$ cat config.mk
export PLATFORM = sky130hd
export DESIGN_NAME = status_flag_unit
export DESIGN_NICKNAME = d
export VERILOG_FILES = /design/src/rtl/status_flag_unit.sv
export SDC_FILE = /design/constraint.sdc
export NUM_CORES = 1
export LEC_CHECK = 0
export CORE_MARGIN = 4
export CORE_UTILIZATION = 41
export CTS_CLUSTER_SIZE = 28
export DETAILED_ROUTE_END_ITERATION = 8
export PLACE_DENSITY = 0.81
export SETUP_SLACK_MARGIN = 0.15
export SYNTH_ARGS = -nofsm -noshare
export SYNTH_HDL_FRONTEND = slang
export SYNTH_SLANG_ARGS = --single-unit
$ cat constraint.sdc
create_clock -name clk -period 2 [get_ports clk]
set_clock_uncertainty 0.1 [all_clocks]
set_input_delay 0.4 -clock clk [delete_from_list [all_inputs] [get_ports clk]]
set_output_delay 0.4 -clock clk [all_outputs]
set_load 0.05 [all_outputs]
$ cat src/rtl/status_flag_unit.sv
// Registered NZCV status unit: S-gated ALU flag capture, direct write, condition evaluation, flag save stack.
// Latency: flag/stack status/stack_err update one cycle after the request; cond_pass is combinational from flag.
// Backpressure: none; illegal stack requests are dropped and flagged by a one-cycle stack_err pulse.
// Optional feature: define STICKY_OVF_EN to add the sticky overflow flag (q_clr in, q_flag out).
module status_flag_unit #(
    parameter int         WIDTH       = 32,
    parameter int         DEPTH       = 4,
    parameter logic [3:0] RESET_FLAGS = 4'b0000
) (
    input  logic             clk,
    input  logic             rst,
    input  logic             s_en,
    input  logic [WIDTH-1:0] result,
    input  logic             carry,
    input  logic             overflow,
    input  logic             flag_we,
    input  logic [3:0]       flag_wdata,
    input  logic             push,
    input  logic             pop,
    input  logic [3:0]       cond,
`ifdef STICKY_OVF_EN
    input  logic             q_clr,
    output logic             q_flag,
`endif
    output logic [3:0]       flag,
    output logic             cond_pass,
    output logic             stack_full,
    output logic             stack_empty,
    output logic             stack_err
);

    localparam int CW = $clog2(DEPTH + 1);

    logic [3:0]    flag_q, flag_d;
    logic [CW-1:0] cnt_q, cnt_d;
    logic          full_q, empty_q, err_q, err_d;
    logic [3:0]    stk_q [DEPTH];
    logic [3:0]    top_flag;
    logic          at_full, at_empty, push_ok, pop_ok;
    logic          n_f, z_f, c_f, v_f;

    assign at_full  = (cnt_q == CW'(DEPTH));
    assign at_empty = (cnt_q == '0);
    // Simultaneous push and pop is illegal, so neither is accepted in that case.
    assign push_ok  = push & ~pop & ~at_full;
    assign pop_ok   = pop & ~push & ~at_empty;

    // Classify illegal stack requests for the registered error pulse.
    always_comb begin
        err_d = 1'b0;
        if (push && pop)
            err_d = 1'b1;
        else if (push && at_full)
            err_d = 1'b1;
        else if (pop && at_empty)
            err_d = 1'b1;
    end

    // Select the top-of-stack entry (slot count-1) for restore.
    always_comb begin
        top_flag = flag_q;
        for (int i = 0; i < DEPTH; i++) begin
            if (cnt_q == CW'(i + 1))
                top_flag = stk_q[i];
        end
    end

    // Flag next state: accepted pop beats direct write beats ALU capture beats hold.
    always_comb begin
        flag_d = flag_q;
        if (pop_ok)
            flag_d = top_flag;
        else if (flag_we)
            flag_d = flag_wdata;
        else if (s_en)
            flag_d = {result[WIDTH-1], (result == '0), carry, overflow};
    end

    // Stack occupancy moves only on accepted requests, so it saturates at both ends.
    always_comb begin
        cnt_d = cnt_q;
        if (push_ok)
            cnt_d = cnt_q + CW'(1);
        else if (pop_ok)
            cnt_d = cnt_q - CW'(1);
    end

    // Flag, occupancy, registered full/empty and error pulse.
    always_ff @(posedge clk or posedge rst) begin
        if (rst) begin
            flag_q  <= RESET_FLAGS;
            cnt_q   <= '0;
            full_q  <= 1'b0;
            empty_q <= 1'b1;
            err_q   <= 1'b0;
        end else begin
            flag_q  <= flag_d;
            cnt_q   <= cnt_d;
            full_q  <= (cnt_d == CW'(DEPTH));
            empty_q <= (cnt_d == '0);
            err_q   <= err_d;
        end
    end

    // Stack storage saves the flag visible this cycle; contents need no reset.
    always_ff @(posedge clk) begin
        for (int i = 0; i < DEPTH; i++) begin
            if (push_ok && (cnt_q == CW'(i)))
                stk_q[i] <= flag_q;
        end
    end

    assign n_f = flag_q[3];
    assign z_f = flag_q[2];
    assign c_f = flag_q[1];
    assign v_f = flag_q[0];

    // Condition-code evaluation against the registered flags.
    always_comb begin
        cond_pass = 1'b0;
        case (cond)
            4'h0: cond_pass = z_f;
            4'h1: cond_pass = ~z_f;
            4'h2: cond_pass = c_f;
            4'h3: cond_pass = ~c_f;
            4'h4: cond_pass = n_f;
            4'h5: cond_pass = ~n_f;
            4'h6: cond_pass = v_f;
            4'h7: cond_pass = ~v_f;
            4'h8: cond_pass = c_f & ~z_f;
            4'h9: cond_pass = ~c_f | z_f;
            4'hA: cond_pass = (n_f == v_f);
            4'hB: cond_pass = (n_f != v_f);
            4'hC: cond_pass = ~z_f & (n_f == v_f);
            4'hD: cond_pass = z_f | (n_f != v_f);
            4'hE: cond_pass = 1'b1;
            default: cond_pass = 1'b0;
        endcase
    end

    assign flag        = flag_q;
    assign stack_full  = full_q;
    assign stack_empty = empty_q;
    assign stack_err   = err_q;

`ifdef STICKY_OVF_EN
    logic q_flag_q, q_flag_d;

    // Sticky overflow: a new overflow capture wins over a clear in the same cycle.
    always_comb begin
        q_flag_d = q_flag_q;
        if (s_en && overflow)
            q_flag_d = 1'b1;
        else if (q_clr)
            q_flag_d = 1'b0;
    end

    // Sticky overflow register.
    always_ff @(posedge clk or posedge rst) begin
        if (rst)
            q_flag_q <= 1'b0;
        else
            q_flag_q <= q_flag_d;
    end

    assign q_flag = q_flag_q;
`endif

endmodule

Word level (Yosys, flattened, before mapping). Memory sizes are Yosys's and may differ from the RTL's. Cells that the tools add are included.

Register bits after elaboration: 10. Memory bits (writable): 16. Bits of input ports: 48. Output and inout port bits: 8. Word-level logic and storage cells: 92. Memories kept: 1.

Add/subtract/negate cells: 2. Equality and inequality tests: 22. Multiplexer cells: 30. Bitwise operators: 16. Reduce and logical (&&, ||, !) cells: 16.

Memory list: stk_q (depth 4, width 4, read ports 4, clocked after Yosys merged registers in 0, write ports 1, RTL line 37) `logic [3:0] stk_q [DEPTH];`.

Operators with widths (number): two-way mux 4 bit (10); zero test 32 bit (1); equality test 4 bit (second input constant) (7); equality test 4 x 3 -> 1 bit (second input constant) (4); one-hot mux 1 bit (15 select lines) (1); two-way mux 1 bit (14); OR reduction 4 bit (3); equality test 4 x 2 -> 1 bit (second input constant) (2); NOT 1 bit (8); logical AND 1 bit (7); bitwise AND 1 bit (6); equality test 3 x 2 -> 1 bit (second input constant) (2); equality test 3 bit (second input constant) (2); zero test 3 bit (2); two-way mux 2 bit (3); two-way mux 3 bit (2); != test 5 x 2 -> 1 bit (second input constant) (1); equality test 4 x 1 -> 1 bit (second input constant) (1); zero test 4 bit (1); adder 3 x 1 -> 3 bit (second input constant) (1); equality test 3 x 1 -> 1 bit (second input constant) (1); nonzero test 3 bit (1); subtractor 3 x 1 -> 3 bit (second input constant) (1); OR 1 bit (2); other kinds (3) (3).

Logic depth before layout (Yosys ltp). Gate-level depths: netlist of the first run.

Word-level depth: 10. Depth in mapped cells: 8. Depth with buffers taken out: 7.

Worst setup path before layout of the first run. No wires, ideal clock.

Path kind: reg2out. Start: register flag_q[0], in the netlist flag[0]. End: output port cond_pass. Data arrival time: 2001 ps. Required time: 1500 ps. Slack: -501 ps. Stages on the path, launching flop included: 6. Path buffers: 0. Path through: dfrtp_1 xnor2_1 a31oi_1 xnor2_1 a21oi_1 o21ai_1.

Word-level cells in the longest chain between the ends: 3. Elaborated cells on any way between the ends: 6. Those cells by class: eq/ne: 2; mux: 1; bitwise: 3.

Ends and longest elaborated chain: start, declared (RTL line 34) `logic [3:0] flag_q, flag_d;`; start signal, assigned (RTL line 97) `flag_q <= flag_d;`; != test 1 bit or equality test 1 bit (tied branches); OR 1 bit or bitwise AND 1 bit (tied branches) (RTL line 135, 134); one-hot mux 1 bit (15 select lines) (*) (RTL line 121) `case (cond)`; end, declared (RTL line 26) `output logic cond_pass,`.

Mark *: on every way between the ends. The rest lies on a longest branch, timed or not.

Worst setup path after layout of the first run.
Start: register flag_q[3], in the netlist flag[3]. End: output port cond_pass.

The elaborated chain is that of the path after synthesis.

==> results.py, run 1 <==
metrics = {
    "yosys": {
        "ys_warn_count": 0,
        "syn_nets": 199,
        "async_flop_share_pct": 38.5,
        "synthesis.area_mm2": 0.00162,
        "ys_ff_latch": 26,
        "ys_seq_area_share_pct": 45.3,
        "ys_types": 46,
        "synth-edff-count": 16,
        "syn_area_per_cell_um2": 11.1,
        "synth_flop_cell": "edfxtp_1",
        "syn_inst": 145,
    },
    "sta": {
        "period_needed_ns": 2.13,
        "max_freq_ghz": 0.470,
        "setup_viol": 1,
        "hold_violations": 0,
        "rsz0062_at_grt": "yes",
        "layout_setup_ws_ns": -0.129,
        "fin_setup_tns_ns": -0.129,
        "fin_crit_sh_pct": 106,
        "worst_pin_slew_ns": 0.489,
        "slew_headroom_pct": 67.5,
        "slew_viol_final": 0,
    },
    "grt": {
        "grt_pass1_wl_um": 7390,
        "antenna_found_initial": 0,
        "grt_pass1_vias": 1509,
        "grt-ovfl-total": 0,
        "grt_max_degree": 16,
        "grtUsageTotal_pct": 18.7,
    },
    "worst_setup_path": {
        "cp_data_required_time_ns": 1.50,
        "crit_top_cell": "buf_4",
        "critPathKind": "register to output port",
        "critical-path-slowest-cell": "dfrtp_2",
        "worst-path-max-fanout": 7,
        "path_cells": "buf_4 -> xnor2_1 -> a21oi_1 -> o311ai_1 -> buf_4 -> o21ai_4 -> buf_12",
        "cp.arrival_ns": 1.63,
        "cp-start-kind": "register",
        "crit_buf_inv": 3,
        "max_stage_delay_ns": 0.43,
        "endpoint_kind": "output port",
        "cpLargestDelayFamily": "buffers and inverters",
    },
    "cts": {
        "clock_path_buffers": 2,
        "cts_tree": "yes",
        "cts_sinks": 26,
        "cts-buffers-inserted": 3,
        "clkTransAtPathRegs_ns": 0.09,
        "clk_latency_ns": 0.27,
        "cts_root_buf": "clkbuf_8",
        "htree_levels": 1,
    },
    "drt": {
        "vias": 1440,
        "routedWlPerCell_um": 17.4,
        "drt_pre_antenna_iters": 4,
        "drc": 0,
        "drt_iter0_drc": 49,
        "viasPerCell": 5.16,
        "antenna_left": 0,
        "routed_wirelength_um": 4860,
    },
    "die": {
        "row_count": 22,
        "die_w_um": 70.8,
        "core_mm2": 0.00374,
        "die_h_um": 70.8,
        "floorplan.initialDensity_pct": 43.1,
        "ios": 56,
        "die_area_mm2": 0.00501,
    },
    "power_and_ir_drop": {
        "power_mw": 3.26,
        "ir_worst_vdd_mv": 0.815,
        "p_leak_nw": 1.03,
        "p_sw_mw": 1.32,
        "p_seq_share_pct": 25.9,
        "power_density_mw_per_mm2": 1230,
        "power.share.combinational_pct": 60.5,
        "clockPowerShare_pct": 13.5,
        "p_int_mw": 1.93,
        "swShare_pct": 40.6,
    },
    "flow_run": {
        "max_cap_viol_count": 0,
    },
    "hold_path": {
        "holdCritPathClass": "input port to async pin",
    },
    "cells_and_area": {
        "final_common_cell": "clkdlybuf4s50_1",
        "insertedDiodeCount": 0,
        "layout_common_cells": "clkdlybuf4s50_1, buf_4, edfxtp_1",
        "drive_above_1_share_pct": 37.2,
        "fin_nets": 286,
        "synthToLayoutAreaGrowth_pct": 63.5,
        "fillers": 262,
    },
    "status": {
        "status": "finished, violations left",
        "violations": "negative setup slack",
    },
    "place": {
        "dp_slack_ns": -0.313,
        "port_buffers": 55,
        "gp_congestion": 0.829,
        "hpwlAfterDp_um": 3530,
    },
}
## sequential cells by signal (all words and copies together) (netlist names)
register     flops
stack_full       1
stack_empty      1
cnt_q            3
stack_err        1
stk_q           16
flag             4
## cells by family after synthesis
kind of cell               share of synthesized area, %
AOI/OAI and AO/OA                                  15.5
xor gates and xnor gates                           3.80
adders and majority gates                          4.65
buffers and inverters                              4.96
DFF                                                45.3
muxes                                              5.96
and+or+nand+nor                                    19.8
## Yosys cell counts (all sizes together) (5+ instances only)
master,count,share of area [%]
edfxtp,16,30
nor4,7,2.7
nand2b,5,3.0
nand3,5,1.9
buf,5,3.1
xnor2,6,3.3
mux2i,5,3.9
a21oi,8,3.2
inv,8,1.9
ha,6,4.6
dfrtp,9,14
nor2,9,2.1
o21ai,8,2.5
nand2,13,3.5
## per-stage QoR
step	cell area (um2)	util [%]	hold WS, ns	std cells
finish	2640	70.6	0.304	279
global route	2640	70.6	0.350	279
CTS	2550	68.1	0.316	275
detailed placement	2400	64.2	0.479	269
global placement	2400	64.2	0.468	269
floorplan	1650	-	0.139	145
## repair_timing
action	CTS	global route
resized for setup	18	13
setup endpoints to repair	9	5
pin swaps	4	6
setup buffers	2	4
hold buffers	0	0
## per-layer routing
| layer | vias up | global-route usage [%] | routed length, um |
|---|---|---|---|
| met2 | 36 | 34.2 | 2680 |
| met4 | 0 | 4.18 | 102 |
| li1 | 711 | - | - |
| met1 | 687 | 22.5 | 1910 |
| met5 | - | 0 | 0 |
| met3 | 6 | 3.55 | 168 |
## cell type report
type	count	area (um2)	area share (%)
sequential	26	737	27.9
clock inverter	1	30.0	1.14
timing repair buffer	87	795	30.1
clock buffer	3	41.3	1.56
multi-input combinational	106	948	35.9
inverter	8	30.0	1.14
tap	48	60.1	2.27
## power by group through the flow
stage | Combinational, mW | Clock (mW) | Sequential, mW
6_report | 1.97 | 0.441 | 0.844
2_1_floorplan | 0.878 | 0 | 1.05
3_3_place_gp | 1.59 | 0 | 0.848
3_5_place_dp | 1.62 | 0 | 0.853
4_1_cts | 1.81 | 0.441 | 0.836
5_1_grt | 2.10 | 0.466 | 0.861
## worst paths after layout
path / slack (ns) / to / start / cells past startpoint
setup / recovery: -0.13 / cond_pass / flag[3] / 7
hold / removal: 0.30 / cnt_q[1] / rst / 2
setup reg to reg: 0.21 / flag[3] / cnt_q[0] / 8
hold reg to reg: 0.55 / stk_q[0][1] / flag[1] / 1
max in group asynchronous: 1.17 / stack_empty / rst / 2
min in group clk: 0.55 / stk_q[0][1] / flag[1] / 1
No activity file was read; power rests on OpenSTA's default activity.
==> run 2, diff against run 1 <==
--- a/config.mk
+++ b/config.mk
@@ -7,9 +7,11 @@
 export LEC_CHECK = 0
 export CORE_MARGIN = 4
 export CORE_UTILIZATION = 41
+export CTS_BUF_LIST = sky130_fd_sc_hd__clkbuf_16
 export CTS_CLUSTER_SIZE = 28
 export DETAILED_ROUTE_END_ITERATION = 8
 export PLACE_DENSITY = 0.81
+export RECOVER_POWER = 25
 export SETUP_SLACK_MARGIN = 0.15
 export SYNTH_ARGS = -nofsm -noshare
 export SYNTH_HDL_FRONTEND = slang
==> run 2 against run 1 <==
Compared with the run above:
- the flow still finishes with violations (negative setup slack)
- sequential power grew 2%
- maximum frequency grew 1.3%
- core utilization grew 0.97 points
- critical path type unchanged
- critical path depth shrank 1
- largest power group unchanged
- worst hold slack gained 0.17 ns
- clock-buffer cell count is the same
- die area is the same
==> results.py, run 2 (synthesis gave the netlist of run 1 again) <==
metrics = {
    "die": {
        "ios": 56,
        "die_area_mm2": 0.00501,
        "die_w_um": 70.8,
        "row_count": 22,
        "floorplan.initialDensity_pct": 43.1,
        "core_mm2": 0.00374,
        "die_h_um": 70.8,
    },
    "sta": {
        "layout_setup_ws_ns": -0.102,
        "hold_violations": 0,
        "fin_crit_sh_pct": 105,
        "worst_pin_slew_ns": 0.488,
        "slew_viol_final": 0,
        "slew_headroom_pct": 67.6,
        "period_needed_ns": 2.10,
        "holdWs_ns": 0.472,
        "rsz0062_at_grt": "yes",
        "setup_viol": 1,
        "max_freq_ghz": 0.476,
    },
    "cts": {
        "clkTransAtPathRegs_ns": 0.07,
        "clock_path_buffers": 2,
        "cts_tree": "yes",
        "cts_sinks": 26,
        "cts-buffers-inserted": 3,
        "htree_levels": 1,
        "clk_latency_ns": 0.26,
        "cts_root_buf": "clkbuf_16",
    },
    "worst_setup_path": {
        "cp.arrival_ns": 1.60,
        "crit_path_start": "flag[0]",
        "critPathKind": "register to output port",
        "r2r-start": "cnt_q[1]",
        "r2r_end": "flag[0]",
        "cp-start-kind": "register",
        "crit_path_end": "cond_pass",
        "endpoint_kind": "output port",
        "worst-path-max-fanout": 2,
        "worst-r2r-setup-slack_ns": 0.15,
        "cp_data_required_time_ns": 1.50,
        "reg2regPathDepth": 8,
    },
    "power_and_ir_drop": {
        "power.share.combinational_pct": 58.0,
        "clockPowerShare_pct": 17.0,
        "power_density_mw_per_mm2": 1280,
        "swShare_pct": 39.9,
        "p_leak_nw": 1.05,
        "p_int_mw": 2.06,
        "p_sw_mw": 1.36,
        "p_seq_share_pct": 25.0,
        "ir_worst_vdd_mv": 0.822,
    },
    "cells_and_area": {
        "fillers": 267,
        "synthToLayoutAreaGrowth_pct": 65.8,
        "finalNonFillerCells": 279,
        "top_register": "stk_q",
        "fin_nets": 286,
        "finish.utilization_pct": 71.5,
        "final_common_cell": "clkdlybuf4s50_1",
        "insertedDiodeCount": 0,
        "drive_above_1_share_pct": 35.9,
        "layout_common_cells": "clkdlybuf4s50_1, buf_4, edfxtp_1",
        "largest_reg_flops": 16,
    },
    "drt": {
        "drt_pre_antenna_iters": 4,
        "antenna_left": 0,
        "routedWlPerCell_um": 18.1,
        "vias": 1491,
        "drc": 0,
        "routed_wirelength_um": 5060,
        "drt_iter0_drc": 88,
        "viasPerCell": 5.34,
    },
    "hold_path": {
        "holdCritPathClass": "input port to async pin",
    },
    "grt": {
        "grt_pass1_wl_um": 7910,
        "antenna_found_initial": 0,
        "grt_pass1_vias": 1566,
        "grtUsageTotal_pct": 20.1,
        "grt-ovfl-total": 0,
        "grt_max_degree": 16,
    },
    "status": {
        "status": "finished, violations left",
        "violations": "negative setup slack",
    },
    "place": {
        "dp_cells": 269,
        "port_buffers": 55,
        "hpwlAfterDp_um": 3530,
        "gp_congestion": 0.829,
    },
    "flow_run": {
        "max_cap_viol_count": 0,
    },
}
## run 2: per-layer routing
metal	wire [um]	track usage (%)
met1	2060	23.4
met3	154	4.12
met2	2760	37.0
met4	91	5.43
met5	0	0
## run 2: repair_timing
| item | in CTS | in global routing |
|---|---|---|
| hold buffers | 0 | 0 |
| setup buffers | 1 | 5 |
| pin swaps | 5 | 12 |
| gates resized for setup | 18 | 17 |
| endpoints found under the hold margin | 0 | 0 |
| endpoints found under the setup margin | 13 | 5 |
## run 2: worst min-delay path by stage
stage,slack [ns],end,from
after global placement,0.47,flag[0],flag[0]
after global routing,0.51,flag[0],rst
after detailed placement,0.48,flag[0],flag[0]
final,0.47,flag[3],rst
after floorplan,0.14,cnt_q[0],rst
after CTS,0.34,flag[1],rst
## run 2: worst max-delay path, cell delays in order (launching register included)
cell      delay [ns]
dfrtp_2         0.43
xnor2_2         0.17
nor2_1          0.07
xnor2_1         0.14
a221oi_2        0.30
o21ai_4         0.09
buf_12          0.15
## run 2: power by group through the flow
stage | Combinational [mW] | Clock, mW | Sequential [mW]
global route | 2.11 | 0.614 | 0.873
floorplan | 0.878 | 0 | 1.05
finish | 1.98 | 0.580 | 0.857
global placement | 1.59 | 0 | 0.848
detailed placement | 1.62 | 0 | 0.853
CTS | 1.81 | 0.583 | 0.838
## run 2: per-stage QoR
| stage | setup TNS, ns | power [mW] | worst slack (ns) | cell area [um2] |
|---|---|---|---|---|
| 2_1_floorplan | 0 | 1.93 | 0.0301 | 1650 |
| 3_3_place_gp | -0.283 | 2.44 | -0.283 | 2400 |
| 3_5_place_dp | -0.313 | 2.47 | -0.313 | 2400 |
| 4_1_cts | -0.131 | 3.23 | -0.131 | 2570 |
| 5_1_grt | -0.180 | 3.59 | -0.180 | 2680 |
| 6_report | -0.102 | 3.42 | -0.102 | 2680 |
## run 2: final cells by class
type	count	area, um2	area share [%]
clock buffer	3	75.1	2.80
clock inverter	1	30.0	1.12
inverter	8	32.5	1.21
multi-input combinational	106	947	35.4
sequential	26	738	27.6
tap	48	60.1	2.24
timing repair buffer	87	795	29.7
==> run 3, diff against run 2 <==
--- a/config.mk
+++ b/config.mk
@@ -6,11 +6,11 @@
 export NUM_CORES = 1
 export LEC_CHECK = 0
 export CORE_MARGIN = 4
-export CORE_UTILIZATION = 41
+export CORE_UTILIZATION = 49
 export CTS_BUF_LIST = sky130_fd_sc_hd__clkbuf_16
 export CTS_CLUSTER_SIZE = 28
 export DETAILED_ROUTE_END_ITERATION = 8
-export PLACE_DENSITY = 0.81
+export PLACE_DENSITY = 0.9
 export RECOVER_POWER = 25
 export SETUP_SLACK_MARGIN = 0.15
 export SYNTH_ARGS = -nofsm -noshare
==> constraint.sdc (replaced) <==
create_clock -name clk -period 2.65 [get_ports clk]
set_clock_uncertainty 0.1 [all_clocks]
set_input_delay 0.53 -clock clk [delete_from_list [all_inputs] [get_ports clk]]
set_output_delay 0.53 -clock clk [all_outputs]
set_load 0.05 [all_outputs]
==> run 3 against run 2 <==
Compared with the run above:
- the run now ends clean
- combinational power is 46% lower
- first-iteration DRC count is 47% lower
- sequential power down 22%
- sequential share of layout area up 4.3 points
- global-route usage is 1.4 points higher
- register-to-register slack better by 0.34 ns
- clock power down 42%
- final cell count shrank 12%
- via count fell by 9.9%
- sequential cell count stayed put
- critical path depth is the same
- setup slack better by 0.37 ns
- critical endpoint unchanged
==> results.py, run 3 (synthesis gave the netlist of run 1 again) <==
metrics = {
    "place": {
        "port_buffers": 55,
        "hpwlAfterDp_um": 3410,
        "gp_congestion": 0.889,
    },
    "drt": {
        "antenna_left": 0,
        "drt_pre_antenna_iters": 4,
        "routed_wirelength_um": 4140,
        "drc": 0,
        "viasPerCell": 5.46,
        "routedWlPerCell_um": 16.8,
        "vias": 1344,
        "drt_iter0_drc": 47,
    },
    "cts": {
        "htree_levels": 1,
        "cts-buffers-inserted": 3,
        "cts_setup_buffers": 0,
        "cts_tree": "yes",
        "cts_sinks": 26,
        "cts.hold.buffers_added": 0,
        "clk_latency_ns": 0.26,
        "cts_root_buf": "clkbuf_16",
        "clock_path_buffers": 2,
        "clkTransAtPathRegs_ns": 0.06,
    },
    "die": {
        "core_mm2": 0.00310,
        "floorplan.initialDensity_pct": 52.1,
        "die_h_um": 65.4,
        "die_area_mm2": 0.00428,
        "die_w_um": 65.4,
        "row_count": 20,
        "ios": 56,
    },
    "worst_setup_path": {
        "critPathKind": "register to output port",
        "max_stage_delay_ns": 0.49,
        "cpLargestDelayFamily": "compound AO/OA/AOI/OAI gates",
        "worst-r2r-setup-slack_ns": 0.49,
        "worst-path-max-fanout": 8,
        "cp-start-kind": "register",
        "path_cells": "xnor2_2 -> a31oi_1 -> xnor2_1 -> a21oi_1 -> o21ai_2 -> buf_12",
        "crit_buf_inv": 1,
        "critical-path-slowest-cell": "dfrtp_1",
        "endpoint_kind": "output port",
        "cp_data_required_time_ns": 2.02,
        "cp.arrival_ns": 1.75,
    },
    "power_and_ir_drop": {
        "p_sw_mw": 0.858,
        "p_leak_nw": 0.860,
        "swShare_pct": 41.3,
        "clockPowerShare_pct": 16.1,
        "power.share.combinational_pct": 51.8,
        "power_density_mw_per_mm2": 904,
        "p_int_mw": 1.22,
        "p_seq_share_pct": 32.1,
        "ir_worst_vdd_mv": 0.573,
    },
    "sta": {
        "slew_viol_final": 0,
        "hold_violations": 0,
        "rsz0062_at_grt": "no",
        "holdWs_ns": 0.449,
        "fin_crit_sh_pct": 89.9,
        "worst_pin_slew_ns": 0.519,
        "setup_viol": 0,
        "fin_setup_tns_ns": 0,
        "slew_headroom_pct": 65.4,
        "period_needed_ns": 2.38,
        "max_freq_ghz": 0.420,
    },
    "cells_and_area": {
        "insertedDiodeCount": 0,
        "synthToLayoutAreaGrowth_pct": 42.1,
        "largest_reg_flops": 16,
        "fillers": 240,
        "drive_above_1_share_pct": 13.9,
        "top_register": "stk_q",
        "final_common_cell": "clkdlybuf4s50_1",
        "layout_common_cells": "clkdlybuf4s50_1, edfxtp_1, nand2_1",
        "fin_nets": 257,
    },
    "grt": {
        "antenna_found_initial": 0,
        "grt_pass1_vias": 1492,
        "grt-ovfl-total": 0,
        "grt_pass1_wl_um": 6960,
        "grtUsageTotal_pct": 21.4,
        "grt_max_degree": 17,
    },
    "hold_path": {
        "holdCritPathClass": "input port to async pin",
    },
    "status": {
        "status": "completed",
    },
    "flow_run": {
        "max_cap_viol_count": 0,
    },
}
==> run 3: power by group through the flow <==
stage / clock network [mW] / registers (mW) / logic (mW)
floorplan: 0 / 0.781 / 0.642
global placement: 0 / 0.663 / 1.01
detailed placement: 0 / 0.672 / 1.06
CTS: 0.333 / 0.664 / 1.07
global route: 0.350 / 0.682 / 1.15
finish: 0.334 / 0.667 / 1.07
==> run 3: metrics by stage <==
| stage | cells | worst slack [ns] | utilization [%] | total power, mW | area (um2) |
|---|---|---|---|---|---|
| final | 246 | 0.268 | 74.0 | 2.08 | 2300 |
| after global routing | 246 | 0.130 | 74.0 | 2.19 | 2300 |
| after global placement | 242 | 0.0727 | 71.1 | 1.67 | 2210 |
| after floorplan | 145 | 0.272 | - | 1.42 | 1620 |
| after detailed placement | 242 | 0.0279 | 71.1 | 1.73 | 2210 |
| after CTS | 246 | 0.230 | 73.8 | 2.07 | 2290 |
==> run 3: metal layers <==
metal	share of wire [%]	GRT usage, %	routed length [um]	vias to the layer above
li1	-	-	-	651
met1	38	24.1	1590	642
met2	55	40.7	2290	43
met3	4.6	3.93	189	8
met4	1.8	6.22	74	0
met5	0	0	0	-
==> run 3: area by class of cell <==
| cell class | count | area (um2) | share of cell area [%] |
|---|---|---|---|
| Timing Repair Buffer | 58 | 579 | 25.2 |
| Clock buffer | 3 | 75.1 | 3.27 |
| Multi-Input combinational cell | 106 | 821 | 35.7 |
| Clock inverter | 1 | 3.75 | 0.163 |
| Tap cell | 44 | 55.1 | 2.40 |
| Sequential cell | 26 | 732 | 31.9 |
| Inverter | 8 | 30.0 | 1.31 |
==> run 3: final timing paths <==
path / start / cells past startpoint / endpoint
setup / recovery: flag[0] / 6 / cond_pass
hold reg to reg: flag[1] / 2 / flag[1]
max in group asynchronous: rst / 2 / stack_empty
hold / removal: rst / 2 / flag[3]
setup reg to reg: cnt_q[0] / 6 / stk_q[1][2]
min in group clk: flag[1] / 2 / flag[1]
==> run 3: worst register-to-register path: cells and delay by family (launching register included) <==
family | cells | cell delay [ns]
DFF | 1 | 0.42
buffers and inverters | 2 | 0.30
and+or+nand+nor | 3 | 0.66
adders and majority gates | 1 | 0.40
==> run 3: repair_timing <==
item | CTS | global route
endpoints found under the setup margin | 1 | 1
hold endpoints to repair | 0 | 0
gates resized for setup | 4 | 3
==> edit 1, RTL diff (settings of run 1) <==
`WIDTH`: 32 -> 16.
--- a/src/rtl/status_flag_unit.sv
+++ b/src/rtl/status_flag_unit.sv
@@ -4,5 +4,5 @@
 // Optional feature: define STICKY_OVF_EN to add the sticky overflow flag (q_clr in, q_flag out).
 module status_flag_unit #(
-    parameter int         WIDTH       = 32,
+    parameter int         WIDTH       = 16,
     parameter int         DEPTH       = 4,
     parameter logic [3:0] RESET_FLAGS = 4'b0000
Ports: changed (resized result); port bits go from 56 to 40. The function was not compared with the original's and may differ.
==> edit 1 against run 1 <==
The flow still finishes with violations (setup timing). Synthesized area decreased by 4.0%. Sequential share of layout area rose by 1.9 points. Synthesized cell count fell by 2.8%. Total power decreased by 1.4%. Design area decreased by 6.4%. Wire length down 7.2%. Setup slack worse by 0.17 ns. Sequential cell count is the same. Critical path type unchanged.
==> edit 1: results <==
export IMPL_postCtsSetupRepairBufs=9
export IMPL_violations="setup timing"
export IMPL_grt_pass1_wl_um=7200
export IMPL_outcome="finished with violations"
export IMPL_reg2reg_slack_ns=-0.08
export IMPL_synth_area_leaders="edfxtp_1, dfrtp_1, ha_1"
export IMPL_crit_fanout=6
export IMPL_drive_above_1_share=0.431
export IMPL_post_place_ws_ns=-0.582
export IMPL_synth_common_cells="edfxtp_1, o21ai_0, dfrtp_1"
export IMPL_p_switching_uw=1290
export IMPL_finalSetupViolations=4
export IMPL_m1WireLength_um=1820
export IMPL_cp_slowest_stage_delay_ns=0.47
export IMPL_fin_ws_ns=-0.297
export IMPL_wl_per_cell_um=17.5
export IMPL_drt_iter0_markers=52
export IMPL_p_leak_uw=0.000985
export IMPL_vdd_drop_max_mv=0.541
export IMPL_gr_usage_met1=0.213
export IMPL_post_dp_cell_area_um2=2160
export IMPL_path_delay_family="compound AO/OA/AOI/OAI gates"
export IMPL_syn_num_nets=179
export IMPL_portBuffers=39
export IMPL_met3_usage=0.0275
export IMPL_first_global_vias=1508
-- edit 1: cell types whose count changed in the layout (fill, tap and decap cells not counted), moves of 3 or more --
cell             change
o211ai_1             +4
buf_6                +3
nand2b_4             -3
nand2_1              -9
buf_4                -3
o21ai_2              +4
nor2_1               -3
nor4_1               -4
a21oi_1              -3
clkdlybuf4s50_1     -18
-- edit 1: layout make-up --
class	instances	area, um2
fillers	273	1190
clock buffers	3	41.3
clock inverters	1	30.0
well taps	48	60.1
inverters	8	30.0
flip-flops and latches	26	737
multi-input cells	100	931
repair buffers	71	642
-- edit 1: cell families after synthesis --
family / count (synthesis) / synth area share
AND/OR/NAND/NOR: 42 / 0.173
AO/OA/AOI/OAI: 40 / 0.188
flip-flops: 26 / 0.472
buffers and inverters: 15 / 0.0435
XOR/XNOR: 6 / 0.0339
multiplexers: 6 / 0.0419
adder cells (fa/ha/maj): 6 / 0.0484
==> edit 2, RTL diff (flow settings as in run 1) <==
Without the edit above. Register the output `flag` once more, without a reset; this adds one clock of latency there. The other outputs are not delayed to match. Comments in the files are not updated.
--- a/src/rtl/status_flag_unit.sv
+++ b/src/rtl/status_flag_unit.sv
@@ -139,5 +139,7 @@
     end
 
-    assign flag        = flag_q;
+    always_ff @(posedge clk) begin
+        flag <= flag_q;
+    end
     assign stack_full  = full_q;
     assign stack_empty = empty_q;
Behaviour: not the same (Yosys sat finds a counterexample within 4 cycles, from zero or initial values and one cycle with rst high).
==> edit 2 against run 1 <==
The flow still finishes with violations (setup timing). Sequential cell count up 4. Register-to-register slack worse by 0.05 ns. Setup slack worse by 0.014 ns. Clock power up 34%. Largest power group unchanged. Via count up 6.4%. Total power up 5.1%. Die area up 4.4%. Synthesized area up 5.0%. Global-route usage down 0.84 points. Wire length down 2.4%. Combinational power down 5%. Design area up 3.6%. Fmax down 0.63%.
==> edit 2: results <==
export IMPL_track_usage=0.178
export IMPL_fin_crit_sh=1.07
export IMPL_gr_usage_met1=0.188
export IMPL_hpwl_um=3370
export IMPL_clock_buffers=7
export IMPL_cp_slowest_stage_delay_ns=0.41
export IMPL_hold_ws_ns=0.307
export IMPL_met3_usage=0.0762
export IMPL_grt_pass1_wl_um=6890
export IMPL_p_leak_uw=0.00108
export IMPL_vdd_drop_max_mv=0.781
export IMPL_htreeDepth=2
export IMPL_grt_max_degree=17
export IMPL_p_switching_uw=1330
export IMPL_avgViaCountPerCell=5.30
export IMPL_first_global_vias=1551
export IMPL_use_met2=0.306
export IMPL_multi_input_area_share=0.342
export IMPL_wl_met2_um=2390
export IMPL_async_flop_share=0.333
export IMPL_slew_limit_headroom=0.675
export IMPL_m1WireLength_um=1740
export IMPL_regArea_um2=813
export IMPL_path_delay_family="compound AO/OA/AOI/OAI gates"
export IMPL_drive_above_1_share=0.343
export IMPL_wl_met3_um=501
export IMPL_intPower_uw=2090
export IMPL_synth_area_leaders="edfxtp_1, dfrtp_1, dfxtp_1"
export IMPL_outcome="finished with violations"
export IMPL_final_cells=289
export IMPL_place_inst=276
export IMPL_buf_share=0.289
export IMPL_r2r_end="flag_q[2]$_DFFE_PP0P_"
export IMPL_fin_ws_ns=-0.143
export IMPL_antenna_found_initial=1
export IMPL_seq_power_uw=946
export IMPL_post_place_ws_ns=-0.299
export IMPL_cts_buffers=5
export IMPL_totalWireLength_um=4740
export IMPL_drt_iter0_markers=29
export IMPL_synth_xor_xnor_area_share=0.0362
export IMPL_synth_fa_ha_area_frac=0.0443
export IMPL_p_clk_frac=0.172
export IMPL_nFlopsAndLatches=30
export IMPL_synth_compound_area_frac=0.148
export IMPL_place_gp_congestion=0.856
export IMPL_synthMuxAreaShare=0.0568
export IMPL_ys_seq_area_frac=0.479
export IMPL_cp_slowest_cell="dfrtp_1"
export IMPL_reg2reg_slack_ns=0.16
export IMPL_fillers=292
export IMPL_violations="setup timing"
export IMPL_finalSetupViolations=1
## edit 2: how the worst max path moves through the flow
stage / startpoint / end / slack (ns) / depth (start not counted)
floorplan: cnt_q[0]$_DFF_PP0_ / stk_q[1][0]$_DFFE_PP_ / 0.03 / 6
global placement: cond[0] / cond_pass / -0.26 / 6
detailed placement: cond[0] / cond_pass / -0.30 / 6
CTS: flag_q[0]$_DFFE_PP0P_ / cond_pass / -0.19 / 6
global route: flag_q[3]$_DFFE_PP0P_ / cond_pass / -0.23 / 6
finish: flag_q[3]$_DFFE_PP0P_ / cond_pass / -0.14 / 6
## edit 2: timing repair
| action | in CTS | in global routing |
|---|---|---|
| resized for setup | 16 | 20 |
| endpoints found under the setup margin | 8 | 10 |
| buffers inserted | 3 | 2 |
| pin swaps | 5 | 6 |
## edit 2: per-stage QoR
stage,instance area (um2),setup TNS (ns)
after floorplan,1700,0
after global placement,2470,-0.256
after detailed placement,2470,-0.299
after CTS,2630,-0.193
after global routing,2740,-0.226
final,2740,-0.143
